`src/rtl/edge_event_arbiter.sv`:
```
// Multi-channel edge-event arbiter.
// Detects enabled rising/falling edges on N synchronous level inputs and keeps
// one pending event per channel. A round-robin scheduler then presents these
// events one at a time on a single valid/ready port. A per-channel sticky flag
// records every edge that was dropped because its channel slot was still full.
module edge_event_arbiter #(
   parameter int N     = 4,
   parameter int IDX_W = 2
) (
   input  logic             clk,
   input  logic             rst,
   input  logic [N-1:0]     a,
   input  logic [N-1:0]     en_rise,
   input  logic [N-1:0]     en_fall,
   output logic             evt_valid,
   input  logic             evt_ready,
   output logic [IDX_W-1:0] evt_ch,
   output logic             evt_type,
   output logic [N-1:0]     overflow,
   input  logic             clr_ovf
);

   // The scan index needs one extra bit so rr_ptr + offset can be reduced modulo N.
   localparam int CW = IDX_W + 1;

   // Input history and the prime flag that masks the first compare after reset.
   logic [N-1:0]     a_d;
   logic             prime;

   // Edge detection results.
   logic [N-1:0]     rise;
   logic [N-1:0]     fall;
   logic [N-1:0]     edge_det;

   // Pending event slots, one per channel.
   logic [N-1:0]     pend;
   logic [N-1:0]     ptype;

   // Scheduler state and grant decision.
   logic [IDX_W-1:0] rr_ptr;
   logic [IDX_W-1:0] rr_next;
   logic             load;
   logic             gnt_vld;
   logic [IDX_W-1:0] gnt_idx;
   logic [CW-1:0]    cand;
   logic [N-1:0]     granted;
   logic [N-1:0]     slot_free;
   logic [N-1:0]     drop;

   // Qualify raw edges with their enables; suppress all edges during the prime cycle.
   always_comb begin
      rise     = a & ~a_d & en_rise & {N{~prime}};
      fall     = ~a & a_d & en_fall & {N{~prime}};
      edge_det = rise | fall;
   end

   // Capture the previous input level every cycle; prime only survives one cycle.
   always_ff @(posedge clk or posedge rst) begin
      if (rst) begin
         a_d   <= '0;
         prime <= 1'b1;
      end else begin
         a_d   <= a;
         prime <= 1'b0;
      end
   end

   // The output register may take a new event when empty or when the consumer accepts.
   assign load = ~evt_valid | evt_ready;

   // Round-robin scan: first pending channel at or after rr_ptr, wrapping modulo N.
   always_comb begin
      gnt_vld = 1'b0;
      gnt_idx = '0;
      cand    = '0;
      for (int k = 0; k < N; k++) begin
         cand = {1'b0, rr_ptr} + CW'(k);
         if (cand >= CW'(N)) begin
            cand = cand - CW'(N);
         end
         if (!gnt_vld && pend[cand[IDX_W-1:0]]) begin
            gnt_vld = 1'b1;
            gnt_idx = cand[IDX_W-1:0];
         end
      end
   end

   // Pointer after a grant: one past the winner, wrapping after channel N-1.
   always_comb begin
      if (gnt_idx == IDX_W'(N - 1)) begin
         rr_next = '0;
      end else begin
         rr_next = gnt_idx + 1'b1;
      end
   end

   // Per-channel grant strobe and slot bookkeeping.
   // A slot accepts a new edge when empty or when it is being handed out this
   // cycle; otherwise the new edge is dropped so the older event keeps its order.
   always_comb begin
      for (int i = 0; i < N; i++) begin
         granted[i] = load & gnt_vld & (gnt_idx == IDX_W'(i));
      end
      slot_free = ~pend | granted;
      drop      = pend & ~granted & edge_det;
   end

   // Pending slots: store a new edge into a free slot, or clear a granted slot.
   always_ff @(posedge clk or posedge rst) begin
      if (rst) begin
         pend  <= '0;
         ptype <= '0;
      end else begin
         for (int i = 0; i < N; i++) begin
            if (slot_free[i]) begin
               if (edge_det[i]) begin
                  pend[i]  <= 1'b1;
                  ptype[i] <= rise[i];
               end else if (granted[i]) begin
                  pend[i]  <= 1'b0;
               end
            end
         end
      end
   end

   // Output register and round-robin pointer; contents hold while stalled.
   always_ff @(posedge clk or posedge rst) begin
      if (rst) begin
         evt_valid <= 1'b0;
         evt_ch    <= '0;
         evt_type  <= 1'b0;
         rr_ptr    <= '0;
      end else if (load) begin
         if (gnt_vld) begin
            evt_valid <= 1'b1;
            evt_ch    <= gnt_idx;
            evt_type  <= ptype[gnt_idx];
            rr_ptr    <= rr_next;
         end else begin
            evt_valid <= 1'b0;
         end
      end
   end

   // Sticky drop flags; a drop in the same cycle as a clear keeps its bit set.
   always_ff @(posedge clk or posedge rst) begin
      if (rst) begin
         overflow <= '0;
      end else begin
         overflow <= (clr_ovf ? '0 : overflow) | drop;
      end
   end

endmodule
```
`config.mk`:
```
export PLATFORM = sky130hd
export DESIGN_NAME = edge_event_arbiter
export DESIGN_NICKNAME = d
export VERILOG_FILES = /design/src/rtl/edge_event_arbiter.sv
export SDC_FILE = /design/constraint.sdc
export NUM_CORES = 1
export LEC_CHECK = 0
export ABC_CLOCK_PERIOD_IN_PS = 2200
export CAP_MARGIN = 20
export CORE_MARGIN = 8
export CORE_UTILIZATION = 45
export CTS_CLUSTER_SIZE = 20
export DETAILED_ROUTE_END_ITERATION = 6
export GPL_TIMING_DRIVEN = 1
export PLACE_DENSITY = 0.79
export SLEW_MARGIN = 5
export SYNTH_ARGS = -nofsm -noshare
export SYNTH_HDL_FRONTEND = slang
export SYNTH_SLANG_ARGS = --single-unit
export TNS_END_PERCENT = 30
```
`constraint.sdc`:
```
create_clock -name clk -period 2.2 [get_ports clk]
set_clock_uncertainty 0.15 [all_clocks]
set_input_delay 0.22 -clock clk [delete_from_list [all_inputs] [get_ports clk]]
set_output_delay 0.22 -clock clk [all_outputs]
set_load 0.01 [all_outputs]
```
==> flow_metrics.env, run 1 <==
export IMPL_internal_power_w=0.00118
export IMPL_end_kind="register"
export IMPL_final_common_cell="clkdlybuf4s50_1"
export IMPL_hpwl_mm=2.13
export IMPL_p_comb_frac=0.554
export IMPL_switching_share=0.385
export IMPL_crit_type="reg -> reg"
export IMPL_row_count=18
export IMPL_grtUsageTotal=0.130
export IMPL_place_gp_congestion=0.980
export IMPL_power_frac_seq=0.344
export IMPL_grt_pass1_vias=1085
export IMPL_slowest_stage="dfrtp_1"
export IMPL_status="finished clean"
export IMPL_drt_antenna_violating_nets=0
export IMPL_ys_warn_count=0
export IMPL_postSynthCellCount=118
export IMPL_switchingPower_w=0.000740
export IMPL_syn_to_final_growth_pct=35.0
export IMPL_worstHoldPathType="in -> async"
export IMPL_final_setup_viol_count=0
export IMPL_timing_fmax_ghz=0.472
export IMPL_multi_input_area_um2=577
export IMPL_fillers=218
export IMPL_slew_viol_final=0
export IMPL_synth_area_um2=1170
export IMPL_drive_gt1_frac=0.210
export IMPL_worstPathArrival_ps=2170
export IMPL_via_per_inst=5.28
export IMPL_pwr_share_clk=0.101
export IMPL_clk_pin_slew_ps=120
export IMPL_fin_crit_sh=0.963
export IMPL_coreArea_um2=2480
export IMPL_post_drt_wl_per_cell_um=14.4
export IMPL_cts_tree="built"
export IMPL_hold_viol=0
export IMPL_ys_ff_latch=23
export IMPL_clockBufferDepth=2
export IMPL_ctsRootBufferMaster="clkbuf_4"
export IMPL_grt_max_degree=24
export IMPL_dpl_worst_slack_ps=-99.1
export IMPL_htree_levels=1
export IMPL_maxCapViolCount=0
export IMPL_finalPower_w=0.00192
export IMPL_drt_iter0_markers=24
export IMPL_antenna_found_initial=0
export IMPL_yosysUniqueCellTypes=27
export IMPL_antenna_cells=0
export IMPL_first_pass_iters=4
export IMPL_seq_area_frac_synth=0.492
export IMPL_io_buffers=23
export IMPL_syn_nets=138
export IMPL_startpoint_type="register"
export IMPL_chipHeight_um=67.0
export IMPL_worst_skew_pair_late_latency_ps=310
export IMPL_cellLeakagePower_nw=0.668
export IMPL_power_density_nw_per_um2=1210
export IMPL_layout_min_cycle_time_ps=2120
export IMPL_grt_first_pass_wirelength_mm=4.56
export IMPL_crit_path_max_fanout=5
export IMPL_finalNetCount=178
export IMPL_drc=0
export IMPL_cts_buffers_inserted=3
export IMPL_io_pins=24
export IMPL_critPathRequiredTime_ps=2250
export IMPL_ir_drop_uv=759
export IMPL_rsz0062_at_grt="true"
export IMPL_fp_dieArea_um2=4490
export IMPL_worst_slack_ps=81.0
export IMPL_final_seq_area_um2=579
export IMPL_mostFrequentLayoutCells="clkdlybuf4s50_1, dfrtp_1, nand2_1"
export IMPL_setup_tns_ps=0
export IMPL_die_w_um=67.0
export IMPL_finalWirelength_mm=2.70
export IMPL_syn_avg_cell_area_um2=9.94
export IMPL_vias=988
export IMPL_worstPathCellList="or3b_4 -> o221ai_4 -> inv_2 -> ha_1 -> a21boi_1 -> buf_4 -> nor4b_4 -> o21ai_1 -> nand2_1"
export IMPL_clkSinkCount=23
export IMPL_grt_overflow=0
export IMPL_initial_core_util=0.473
export IMPL_max_stage_delay_ps=450
==> layer usage <==
layer / wire (um) / GRT usage
met3: 105 / 0.0319
met2: 1420 / 0.241
met5: 0 / 0
met1: 1150 / 0.134
met4: 18 / 0.0548
==> final cells by class <==
| type | count | share of cell area |
|---|---|---|
| inverters | 9 | 0.0213 |
| well taps | 30 | 0.0237 |
| flip-flops and latches | 23 | 0.366 |
| repair buffers | 36 | 0.207 |
| clock buffers | 3 | 0.0142 |
| multi-input cells | 85 | 0.364 |
| clock inverters | 1 | 0.00316 |
==> sequential cells by signal, summed over array words and instances (netlist names) <==
name,flops
a_d,4
pend,4
prime,1
rr_ptr,2
evt_ch,2
overflow,4
evt_valid,1
evt_type,1
ptype,4
==> final timing paths <==
| kind | from | end | slack, ps | depth (start not counted) |
|---|---|---|---|---|
| min in group clk | a[2] | a_d[2] | 260 | 1 |
| max in group asynchronous | rst | prime | 1540 | 3 |
| max | pend[1] | ptype[3] | 80 | 9 |
| max reg2reg | pend[1] | ptype[3] | 80 | 9 |
| min | rst | overflow[3] | 80 | 3 |
| min reg2reg | evt_ch[0] | evt_ch[0] | 350 | 1 |
==> Yosys cell counts, drive strengths merged <==
library cell	number	area share
nor2	4	0.013
o31ai	4	0.026
a21o	1	0.0064
or3b	1	0.0096
inv	9	0.029
mux2i	2	0.017
clkbuf	1	0.0032
ha	4	0.043
a21oi	2	0.0085
nand2b	2	0.011
conb	1	0.0032
dfrtp	22	0.47
nor4b	4	0.030
nand3b	5	0.032
dfstp	1	0.022
and3	1	0.0096
nor2b	4	0.021
nand2	18	0.058
a21boi	5	0.032
a221oi	1	0.013
o221ai	1	0.022
nor4	1	0.0053
a211oi	2	0.017
o21ai	16	0.068
or2	5	0.027
nor3	1	0.0043
==> kinds of logic after synthesis <==
kind of cell | share of synthesized area
compound gates | 0.193
fa+ha+maj | 0.0427
buf+inv | 0.0320
flops | 0.492
mux | 0.0171
other cells | 0.00320
simple gates | 0.220
==> power by group through the flow <==
stage / Clock [W] / Combinational, W / Sequential [W]
after floorplan: 0 / 0.000517 / 0.000670
after global placement: 0 / 0.000919 / 0.000660
after detailed placement: 0 / 0.000938 / 0.000665
after CTS: 0.000207 / 0.000996 / 0.000661
after global routing: 0.000224 / 0.00118 / 0.000676
final: 0.000195 / 0.00107 / 0.000662
==> through the flow <==
| stage | area, um^2 | util | hold slack, ps | instances |
|---|---|---|---|---|
| finish | 1580 | 0.639 | 84.9 | 187 |
| detailed placement | 1500 | 0.607 | 324 | 179 |
| CTS | 1550 | 0.625 | 84.2 | 185 |
| global route | 1580 | 0.639 | 114 | 187 |
| global placement | 1500 | 0.607 | 313 | 179 |
| floorplan | 1170 | - | 71.2 | 118 |
==> critical path: cells and delay by family, from the launching register on <==
family / cells / cell delay (ps)
AND/OR/NAND/NOR: 3 / 560
AO/OA/AOI/OAI: 3 / 410
buffers and inverters: 2 / 250
adder cells (fa/ha/maj): 1 / 200
flip-flops: 1 / 450
==> what timing repair did <==
action / in CTS / in global routing
gates resized for setup: 5 / 8
hold buffers: 0 / 0
endpoints found under the hold margin: 0 / 0
pin swaps: 1 / 1
endpoints found under the setup margin: 2 / 8
buffers inserted: 2 / 2
Power figures use the tool's default switching activity.
==> inputs of run 2 (changes only) <==
--- a/config.mk
+++ b/config.mk
@@ -7,6 +7,7 @@
 export LEC_CHECK = 0
 export ABC_CLOCK_PERIOD_IN_PS = 2200
 export CAP_MARGIN = 20
+export CORE_ASPECT_RATIO = 0.5
 export CORE_MARGIN = 8
 export CORE_UTILIZATION = 45
 export CTS_CLUSTER_SIZE = 20
==> run 2 against run 1 <==
Fmax is 1.5% higher. Non-clock buffer count down 4. Design area about the same. Critical path type unchanged. Die area increased by 2.2%. Via count fell by 1.2%.
==> flow_metrics.env, run 2 (synthesis gave the netlist of run 1 again) <==
export IMPL_power_density_nw_per_um2=1220
export IMPL_chipHeight_um=52.1
export IMPL_crit_type="reg -> reg"
export IMPL_drt_iter0_markers=47
export IMPL_crit_start="pend[1]"
export IMPL_wl_met2_mm=1.24
export IMPL_cts_tree="built"
export IMPL_cts_buffers_inserted=3
export IMPL_routed_wl_met3_um=139
export IMPL_reg2reg_from="pend[1]"
export IMPL_clockBufferDepth=2
export IMPL_dpl_worst_slack_ps=-43.3
export IMPL_end_kind="register"
export IMPL_worstHoldPathType="in -> async"
export IMPL_grtUsageTotal=0.126
export IMPL_first_pass_iters=4
export IMPL_fin_util=0.623
export IMPL_vias=976
export IMPL_coreArea_um2=2540
export IMPL_finalNetCount=174
export IMPL_status="finished clean"
export IMPL_startpoint_type="register"
export IMPL_row_count=13
export IMPL_io_buffers=23
export IMPL_layout_min_cycle_time_ps=2090
export IMPL_worst_slack_ps=113
export IMPL_antenna_found_initial=0
export IMPL_slowest_stage="dfrtp_2"
export IMPL_crit_path_max_fanout=7
export IMPL_place_area_um2=1510
export IMPL_fin_crit_sh=0.948
export IMPL_slew_viol_final=0
export IMPL_grt_pass1_vias=1016
export IMPL_worst_skew_pair_late_latency_ps=260
export IMPL_final_setup_viol_count=0
export IMPL_grt_overflow=0
export IMPL_numPlacedInstances=185
export IMPL_ctsHoldBuffers=0
export IMPL_ir_drop_uv=471
export IMPL_ff2ff_path_depth=8
export IMPL_final_common_cell="clkdlybuf4s50_1"
export IMPL_topRoutingLayerUsed="met4"
export IMPL_critPathRequiredTime_ps=2200
export IMPL_mostFrequentLayoutCells="clkdlybuf4s50_1, dfrtp_1, nand2_1"
export IMPL_htree_levels=1
export IMPL_cellLeakagePower_nw=0.650
export IMPL_rr_endpoint="ptype[1]"
export IMPL_place_gp_congestion=0.794
export IMPL_clkSinkCount=23
export IMPL_stdcell_count=190
export IMPL_hold_viol=0
export IMPL_worstPathArrival_ps=2090
export IMPL_rrSetupSlack_ps=110
export IMPL_die_w_um=88.2
export IMPL_io_pins=24
export IMPL_syn_to_final_growth_pct=34.9
export IMPL_drt_antenna_violating_nets=0
export IMPL_initial_core_util=0.462
export IMPL_grt_first_pass_wirelength_mm=4.46
export IMPL_post_drt_wl_per_cell_um=13.7
export IMPL_via_per_inst=5.14
export IMPL_wl_met1_mm=1.17
export IMPL_hpwl_mm=2.07
export IMPL_rsz0062_at_grt="false"
export IMPL_drive_gt1_frac=0.196
export IMPL_max_stage_delay_ps=450
export IMPL_final_cell_area_um2=1580
export IMPL_ctsRootBufferMaster="clkbuf_8"
export IMPL_crit_end="ptype[1]"
export IMPL_worstPathCellList="or3b_4 -> o221ai_4 -> inv_1 -> ha_1 -> a21boi_1 -> nor4b_1 -> o21ai_0 -> nand2_1"
export IMPL_grt_max_degree=24
export IMPL_timing_fmax_ghz=0.479
export IMPL_finalWirelength_mm=2.61
export IMPL_antenna_cells=0
export IMPL_drc=0
export IMPL_maxCapViolCount=0
export IMPL_fp_dieArea_um2=4590
export IMPL_clk_pin_slew_ps=80
## run 2: changes by cell type in the layout (fill, tap and decap cells not counted), sizes merged
| cell | previous run | this run |
|---|---|---|
| buf | 13 | 9 |
| clkinv | 1 | 0 |
| clkbuf | 3 | 4 |
## run 2: where the power goes
group / internal [W] / switching (W) / leakage [nW]
Clock: 0.000129 / 0.000127 / 0.0228
Sequential: 0.000543 / 0.000127 / 0.260
Combinational: 0.000523 / 0.000473 / 0.367
Total: 0.00120 / 0.000727 / 0.650
## run 2: layout make-up
cell class | count | area (um^2)
clock buffer | 4 | 45.0
fill | 220 | 956
inverter | 9 | 33.8
multi-input combinational | 85 | 579
sequential | 23 | 579
tap | 37 | 46.3
timing repair buffer | 32 | 298
## run 2: worst min-delay path by stage
| stage | endpoint | start | slack [ps] |
|---|---|---|---|
| 2_1_floorplan | a_d[0] | rst | 70 |
| 3_3_place_gp | evt_ch[0] | evt_ch[0] | 310 |
| 3_5_place_dp | evt_ch[0] | evt_ch[0] | 330 |
| 4_1_cts | overflow[1] | rst | 180 |
| 5_1_grt | ptype[3] | rst | 200 |
| 6_report | ptype[3] | rst | 170 |
## run 2: what timing repair did
action / 4_1_cts / 5_1_grt
setup buffers: 0 / 1
gates resized for setup: 1 / 11
pin swaps: 0 / 1
hold endpoints to repair: 0 / 0
setup endpoints to repair: 1 / 10
## run 2: worst max-delay path, delay by kind of cell (launching register included)
family | cells | cell delay [ps]
and+or+nand+nor | 3 | 580
AOI/OAI and AO/OA | 3 | 460
DFF | 1 | 450
adders and majority gates | 1 | 210
buffers and inverters | 1 | 120
## run 2: per-stage QoR
stage          power [W]  setup TNS, ps  hold slack [ps]
6_report         0.00192              0              166
5_1_grt          0.00207              0              195
4_1_cts          0.00185              0              176
3_5_place_dp     0.00158          -43.3              327
3_3_place_gp     0.00155              0              311
2_1_floorplan    0.00119              0             71.2
## run 2: layer usage
metal / track usage / vias to the layer above
li1: - / 481
met4: 0.0720 / 0
met5: 0 / -
met2: 0.208 / 25
met1: 0.144 / 462
met3: 0.0392 / 8
